**src/rtl/stft_frame_reader_if.sv**
```systemverilog
// Sample stream from the STFT frame reader to the FFT input.
// master drives data/valid/sof/eof; slave returns ready.
interface stft_frame_reader_if #(
   parameter int WL = 16
);
   logic [WL-1:0] data;
   logic          valid;
   logic          ready;
   logic          sof;
   logic          eof;

   modport master (output data, output valid, output sof, output eof, input ready);
   modport slave  (input data, input valid, input sof, input eof, output ready);
endinterface

```
**src/rtl/stft_frame_reader.sv**
```systemverilog
// STFT frame reader: pulls overlapping N_FFT-sample frames out of a circular
// sample RAM, advancing the frame base by HOP, and streams them downstream
// through a 2-entry skid FIFO with SOF/EOF tags.
// Optional build macro STFT_BITREV_EN: frames are emitted in bit-reversed
// index order for an in-place radix-2 FFT; otherwise natural order.
//
// state | meaning
// IDLE  | stopped, waiting for en
// WAIT  | enabled, waiting until a full frame is in the buffer
// READ  | issuing the N_FFT reads of the current frame
// DRAIN | en dropped, emptying the read pipe and FIFO before IDLE
module stft_frame_reader #(
   parameter int WL    = 16,
   parameter int AW    = 8,
   parameter int LOG2N = 6,
   parameter int HOP   = 32
) (
   input  logic                 clk,
   input  logic                 rst,
   input  logic                 en,
   input  logic                 clr,
   input  logic [AW-1:0]        wr_ptr,
   output logic                 rd_en,
   output logic [AW-1:0]        rd_addr,
   input  logic [WL-1:0]        rd_data,
   output logic                 busy,
   stft_frame_reader_if.master  strm
);

   localparam int N_FFT = 1 << LOG2N;

   typedef enum logic [1:0] {IDLE, WAIT, READ, DRAIN} state_t;

   state_t            state, state_nxt;
   logic [AW-1:0]     base;
   logic [LOG2N-1:0]  k;
   logic [LOG2N-1:0]  idx;
   logic [AW-1:0]     avail;
   logic              last_k;
   logic              room;
   logic              pop;

   logic              inflight;
   logic              infl_sof;
   logic              infl_eof;

   logic [WL+1:0]     fifo [2];
   logic [1:0]        count;
   logic              rd_idx;
   logic              wr_idx;

   function automatic logic [LOG2N-1:0] bitrev(input logic [LOG2N-1:0] v);
      logic [LOG2N-1:0] r;
      for (int i = 0; i < LOG2N; i++) r[i] = v[LOG2N-1-i];
      return r;
   endfunction

`ifdef STFT_BITREV_EN
   assign idx = bitrev(k);
`else
   assign idx = k;
`endif

   assign avail   = wr_ptr - base;
   assign rd_addr = base + AW'(idx);
   assign last_k  = &k;
   assign pop     = strm.valid & strm.ready;
   // Occupancy after this cycle's pop plus the read in flight; counting the
   // pop lets the pipe sustain one sample per cycle without ever overfilling.
   assign room    = (count - {1'b0, pop} + {1'b0, inflight}) < 2'd2;

   assign strm.valid = (count != 2'd0);
   assign strm.data  = fifo[rd_idx][WL-1:0];
   assign strm.sof   = strm.valid & fifo[rd_idx][WL+1];
   assign strm.eof   = strm.valid & fifo[rd_idx][WL];
   assign busy       = (state != IDLE) | (count != 2'd0) | inflight;

   // State register.
   always_ff @(posedge clk or posedge rst) begin
      if (rst) state <= IDLE;
      else     state <= state_nxt;
   end

   // Next-state and read strobe; clr overrides everything.
   always_comb begin
      state_nxt = state;
      rd_en     = 1'b0;
      case (state)
         IDLE:  if (en) state_nxt = WAIT;
         WAIT: begin
            if (!en)                          state_nxt = DRAIN;
            else if (avail >= AW'(N_FFT))     state_nxt = READ;
         end
         READ: begin
            rd_en = room;
            if (room && last_k) state_nxt = en ? WAIT : DRAIN;
         end
         DRAIN: if (count == 2'd0 && !inflight) state_nxt = IDLE;
         default: state_nxt = IDLE;
      endcase
      if (clr) begin
         state_nxt = IDLE;
         rd_en     = 1'b0;
      end
   end

   // Frame base and sample index; base steps by HOP after the last read.
   always_ff @(posedge clk or posedge rst) begin
      if (rst) begin
         base <= '0;
         k    <= '0;
      end else if (clr) begin
         base <= '0;
         k    <= '0;
      end else if (rd_en) begin
         if (last_k) begin
            k    <= '0;
            base <= base + AW'(HOP);
         end else begin
            k <= k + 1'b1;
         end
      end
   end

   // One-cycle read pipe carrying the SOF/EOF tags alongside the request.
   always_ff @(posedge clk or posedge rst) begin
      if (rst) begin
         inflight <= 1'b0;
         infl_sof <= 1'b0;
         infl_eof <= 1'b0;
      end else begin
         inflight <= rd_en;
         infl_sof <= (k == '0);
         infl_eof <= last_k;
      end
   end

   // Skid FIFO: captures returning read data, drained by the handshake.
   always_ff @(posedge clk or posedge rst) begin
      if (rst) begin
         for (int i = 0; i < 2; i++) fifo[i] <= '0;
         count  <= '0;
         rd_idx <= 1'b0;
         wr_idx <= 1'b0;
      end else if (clr) begin
         count  <= '0;
         rd_idx <= 1'b0;
         wr_idx <= 1'b0;
      end else begin
         if (inflight) begin
            fifo[wr_idx] <= {infl_sof, infl_eof, rd_data};
            wr_idx       <= ~wr_idx;
         end
         if (pop) rd_idx <= ~rd_idx;
         count <= count + {1'b0, inflight} - {1'b0, pop};
      end
   end

endmodule
```
**src/flat_wrapper.sv**
```systemverilog
// flat-port wrapper written by rule: the top's interface ports become plain ports
module stft_frame_reader_flat 
#(
   parameter int WL    = 16,
   parameter int AW    = 8,
   parameter int LOG2N = 6,
   parameter int HOP   = 32
)
  (clk, rst, en, clr, wr_ptr, rd_en, rd_addr, rd_data, busy, strm_data, strm_valid, strm_sof, strm_eof, strm_ready);
  stft_frame_reader_if #(.WL(WL)) strm_i ();
  input  logic clk;
  input  logic rst;
  input  logic en;
  input  logic clr;
  input  logic [AW-1:0] wr_ptr;
  output logic rd_en;
  output logic [AW-1:0] rd_addr;
  input  logic [WL-1:0] rd_data;
  output logic busy;
  output wire logic [$bits(strm_i.data)-1:0] strm_data;
  output wire logic [$bits(strm_i.valid)-1:0] strm_valid;
  output wire logic [$bits(strm_i.sof)-1:0] strm_sof;
  output wire logic [$bits(strm_i.eof)-1:0] strm_eof;
  input wire logic [$bits(strm_i.ready)-1:0] strm_ready;
  assign strm_data = strm_i.data;
  assign strm_valid = strm_i.valid;
  assign strm_sof = strm_i.sof;
  assign strm_eof = strm_i.eof;
  assign strm_i.ready = strm_ready;
  stft_frame_reader #(.WL(WL), .AW(AW), .LOG2N(LOG2N), .HOP(HOP)) u_core (.clk(clk), .rst(rst), .en(en), .clr(clr), .wr_ptr(wr_ptr), .rd_en(rd_en), .rd_addr(rd_addr), .rd_data(rd_data), .busy(busy), .strm(strm_i));
endmodule
```
**config.mk**
```make
export PLATFORM = sky130hd
export DESIGN_NAME = stft_frame_reader_flat
export DESIGN_NICKNAME = d
export VERILOG_FILES = /design/src/rtl/stft_frame_reader_if.sv /design/src/rtl/stft_frame_reader.sv /design/src/flat_wrapper.sv
export SDC_FILE = /design/constraint.sdc
export NUM_CORES = 1
export LEC_CHECK = 0
export CORE_MARGIN = 1
export CORE_UTILIZATION = 24
export DETAILED_ROUTE_END_ITERATION = 10
export GPL_TIMING_DRIVEN = 0
export PLACE_DENSITY = 0.42
export SLEW_MARGIN = 30
export SYNTH_ARGS = -nofsm -noshare
export SYNTH_HDL_FRONTEND = slang
export SYNTH_SLANG_ARGS = --single-unit
```
**constraint.sdc**
```tcl
create_clock -name clk -period 4.32 [get_ports clk]
set_input_delay 0.648 -clock clk [delete_from_list [all_inputs] [get_ports clk]]
set_output_delay 0.648 -clock clk [all_outputs]
set_load 0.01 [all_outputs]
```
Word-level counts from Yosys, hierarchy flattened:

Cells that the tools add are included.

* bitwise logic cells: 10
* add/subtract/negate cells: 8
* mux-type cells: 27
* $lt $le $gt $ge: 5
* eq/ne operators: 7
* reductions and logical operators: 17

Operators by type and width (number)
* 18-bit 2-to-1 mux: 4
* 36-bit bitwise mux: 1
* 8-bit 2-to-1 mux: 3
* 18-bit demux with 1-bit select: 1
* 6-bit 2-to-1 mux: 3
* 2-bit 2-to-1 mux: 8
* 2-bit nonzero test: 6
* 8-bit by 6-bit adder with 8-bit output: 1
* 8-bit by 6-bit adder with 8-bit output, second input constant: 1
* 8-bit by 7-bit greater-or-equal comparator with 1-bit output, second input constant: 1
* 2-bit one-hot mux with 4 select lines: 1
* 8-bit subtractor: 1
* 6-bit by 1-bit adder with 6-bit output, second input constant: 1
* 6-bit logical NOT: 1
* 1-bit 2-to-1 mux: 6
* 3-bit by 2-bit != test with 1-bit output, second input constant: 2
* 6-bit AND reduction: 1
* 2-bit by 1-bit adder with 2-bit output: 2
* 2-bit equality test, second input constant: 2
* 2-bit greater-or-equal comparator, second input constant: 2
* 2-bit logical NOT: 2
* 4-bit by 3-bit != test with 1-bit output, second input constant: 1
* 1-bit NOT with 2-bit output: 2
* 2-bit AND reduction: 2
* 11 further kinds: 19

* register bits after elaboration: 59

Logic depth before layout (Yosys ltp):

* word-level depth: 9
* mapped depth: 9

Worst setup path before layout:

Ideal clock, no wire load.

* path kind: input-to-reg
* start point: input port strm_ready
* end point: register u_core.state[0]
* data required time: 4.195 ns
* buffers on the path: 0
* data arrival time: 2.625 ns
* setup time: 0.125 ns
* cell stages on the path: 8
* path slack: 1.571 ns
* path through: nor2b_1 > ha_1 > inv_1 > ha_1 > xor3_1 > or4_4 > a221oi_2 > mux2_2

* longest elaborated chain between the ends: 7

Ends and longest elaborated chain
* start, declared: line flat_wrapper.sv:24 `input wire logic [$bits(strm_i.ready)-1:0] strm_ready;`
* 1-bit AND: line stft_frame_reader.sv:67 `assign pop = strm.valid & strm.ready;`
* 2-bit by 1-bit subtractor with 2-bit output: line stft_frame_reader.sv:70 `assign room = (count - {1'b0, pop} + {1'b0, inflight}) < 2'd2;`
* 2-bit by 1-bit adder with 2-bit output: line stft_frame_reader.sv:70
* 2-bit < comparator: line stft_frame_reader.sv:70
* 1-bit logical AND: line stft_frame_reader.sv:96 `if (room && last_k) state_nxt = en ? WAIT : DRAIN;`
* 3-bit by 2-bit != test with 1-bit output (no line)
* 4-bit AND reduction (no line)
* end signal, assigned: line stft_frame_reader.sv:81 `else state <= state_nxt;`
* end, declared: line stft_frame_reader.sv:34 `state_t state, state_nxt;`

Every way passes these cells.
A chain may end at the register's enable or synchronous reset.

Worst setup path in the final report:

* start point: input port strm_ready
* end point: output port rd_en

* longest elaborated chain between the ends: 6

Ends and longest elaborated chain
* 1-bit AND: line stft_frame_reader.sv:67
* 2-bit by 1-bit subtractor with 2-bit output: line stft_frame_reader.sv:70
* 2-bit by 1-bit adder with 2-bit output: line stft_frame_reader.sv:70
* 2-bit < comparator: line stft_frame_reader.sv:70
* 1-bit 2-to-1 mux: line stft_frame_reader.sv:88 `case (state)`
* 1-bit 2-to-1 mux: line stft_frame_reader.sv:101 `if (clr) begin`
* end, declared: line flat_wrapper.sv:16 `output logic rd_en;`

Every way passes these cells.

==> impl_results.md <==
- Status: completed
- GRT Overall Usage: between 10% and 20%
- Reg2reg path depth: 9
- Slew @ Worst Pin: 0.8003 ns
- Critical Path Start Type: input port
- Die height: 107.1 um
- CTS Sinks: 54
- Row count: 38
- Crit-path max cell delay: 0.52 ns
- VDD IR max: about 150 uV
- Slew headroom: 46.15%
- Minimum clock period: 3.686 ns
- RSZ-0062 raised after global routing: no
- Placed cell count: about 410
- Crit Path Category: input port to output pin
- Starting density of the core: approximately 25%
- Nets: 311
- Seq/Total Area, Yosys: between 50 and 60%
- Maximum net fanout on the critical path: 6
- Die Wd: 107.1 um
- Bufs and invs on worst path: 3
- Net Count, Synth: 251
- Final Util: between 30 and 40%
- Critical Path RT: 3.67 ns
- LEAKAGE: ~1.5 nW
- Mapped Cells: 214
- Placer Congestion: between 0.6 and 0.7
- CTS Buf Count: 5
- Initial DRC Count: 42
- Syn Std Cell Area: 2653 sq um
- Start point of the critical path: strm_ready
- Commonest non-fill, non-tap cells in the layout: 54 x dfrtp_1, 53 x mux2_2, 52 x clkdlybuf4s50_1
- Vias per cell: 4.272
- Hold Crit Class: register to register
- Fin. Hold Viols: 0
- CP max stage cell: clkdlybuf4s50_1
- Root buffer cell: clkbuf_8
- Setup Skew: about 0.011 ns
- Delay-heaviest family, CP: buffers and inverters
- Share of layout cells above drive strength 1: 25.45%
- Drt total wl: 5554 um
- Cts repair resizes: 0
- Setup bufs post-CTS: 0
- DP HPWL: 3895 um
- Final setup vio count: 0
- Drt first pass iters: 4
- Largest net degree at the start of global routing: 48
- Syn avg cell area: 12.40 sq um
- Via count: 1773
- Synth warnings: 0
- CORE AREA: between 10000 and 15000 sq um
- Reg2Reg Capture Point: u_core.state[0]
- Wire per inst: 13.38 um
- Final period util: between 80% and 90%
- Final setup TNS: 0 ns
- Global route overflow: 0
- Antenna diodes: 0
- CP Capture Point: rd_en
- DRC viols: 0
- Slew Limit Fails: 0
- Max_cap viols: 0
- Layout Area Growth over Synthesis: 30.61%
- Total power: roughly 1.9 mW
- Post-DRT Antenna Nets: 0
- Clock Latency Late Sink: 0.30 ns
- Initial antenna violation count: 0
- Max Root-Sink Buffers: 2
- Fmax: 271.3 MHz
- Port Buffers: 52
- IO Count: 58
- Wire length of the first global-routing pass: 9025 um
- Post-route insts no fill: 415
- Vias in the first global route: approximately 1800
- TritonCTS clock tree: built
- Netlist cell types: 36
- Power density over the cells: approximately 550 nW/um^2
- WP depth: 9
- CP Capture Type: output pin
- Filler Cell Count: 1139
- Worst-path clk slew: 0.09 ns
- Critical-path cell list: clkdlybuf4s50_1, nor2b_1, ha_1, inv_1, ha_1, xnor3_4, nand2_1, nor2_1, clkdlybuf4s50_1
- CP Data Arrival Time: 3.04 ns
- Die ar.: around 11000 sq um
- Synth Register Bits: 54
- Reg2reg setup slack: around 1.4 ns
- Hold_buf cts: 0
- Level count of the clock H-tree: 2
- Commonest non-fill, non-tap cell in the layout: dfrtp_1
- R2R Path Start: u_core.count[1]
-- final cells by class --
class                   instances  area [sq um]  share of cell area, %
flip-flops and latches         54          1351                  39.00
clock buffers                   6         72.57                  2.095
inverters                       9         36.28                  1.047
multi-input cells             138          1210                  34.92
repair buffers                 53         548.0                  15.82
clock inverters                 2         13.76                 0.3973
plain buffers                  13         57.56                  1.661
well taps                     140         175.2                  5.056
-- layer usage --
| layer | global-route usage (%) | vias up | wire, um |
|---|---|---|---|
| met3 | 2.310 | 6 | 219 |
| met2 | 16.54 | 38 | 2571 |
| li1 | - | 854 | - |
| met1 | 13.83 | 875 | 2716 |
| met5 | 0 | - | 0 |
| met4 | 2.348 | 0 | 48 |
-- synth_stat cells --
cell type,count,area [sq um]
nor4_1,2,12.51
and2_1,2,12.51
mux2_2,53,596.8
nand2b_1,2,12.51
o21ai_0,3,15.01
mux2i_1,4,40.04
a41oi_1,1,8.760
xnor2_1,6,52.55
clkbuf_1,8,30.03
nand3b_1,2,15.01
a21o_1,1,7.510
buf_1,2,7.510
nand4_1,1,6.260
nor3_1,1,5.000
nand3_1,3,15.01
or4_4,1,11.26
a31o_2,1,8.760
ha_1,8,100.1
a211oi_1,1,7.510
buf_2,1,5.000
nand2_1,5,18.77
xor3_1,1,23.77
xor2_1,4,35.03
a221oi_1,1,8.760
nor3_2,1,10.01
a221oi_2,1,15.01
buf_4,2,15.01
o21a_1,1,7.510
xnor3_4,1,26.28
or4_1,1,7.510
a21oi_1,4,20.02
inv_1,9,33.78
dfrtp_1,54,1351
nor2_1,21,78.83
or3_1,1,6.260
nor2b_1,4,25.02
-- state kept, by name (all words and copies together), names as in the netlist --
name	count
u_core.fifo	36
u_core.idx	6
u_core.base	3
u_core.count	2
u_core.state	2
u_core.infl_eof	1
u_core.infl_sof	1
u_core.inflight	1
u_core.rd_idx	1
u_core.wr_idx	1
-- metrics by stage --
| stage | hold slack, ns | instance area (sq um) | worst slack [ns] |
|---|---|---|---|
| 6_report | 0.5096 | 3465 | 0.6343 |
| 5_1_grt | 0.5282 | 3465 | 0.4603 |
| 4_1_cts | 0.5159 | 3465 | 0.6009 |
| 3_5_place_dp | 0.4915 | 3378 | 0.5976 |
| 3_3_place_gp | 0.4807 | 3348 | 0.5589 |
| 2_1_floorplan | 0.4737 | 2653 | 1.571 |
-- worst min path at each step --
stage | depth (start not counted) | startpoint | slack (ns) | endpoint
global route | 1 | u_core.infl_eof | 0.53 | u_core.fifo[16]
global placement | 1 | u_core.fifo[14] | 0.48 | u_core.fifo[14]
floorplan | 1 | u_core.fifo[0] | 0.47 | u_core.fifo[0]
finish | 1 | u_core.fifo[22] | 0.51 | u_core.fifo[22]
CTS | 1 | u_core.fifo[9] | 0.52 | u_core.fifo[9]
detailed placement | 1 | u_core.fifo[9] | 0.49 | u_core.fifo[9]
-- report_power, final --
group,internal [mW],leakage (nW),total (mW),switching (mW)
Clock,0.115,0.0452,0.282,0.167
Combinational,0.534,0.747,0.879,0.345
Sequential,0.657,0.714,0.743,0.0857
-- cell families after synthesis --
logic type	synth area share, %
muxes	24.01
DFF	50.94
and+or+nand+nor	8.915
buffers and inverters	3.443
AOI/OAI and AO/OA	3.727
xor gates and xnor gates	5.189
adders and majority gates	3.774
Power figures use the tool's default switching activity.
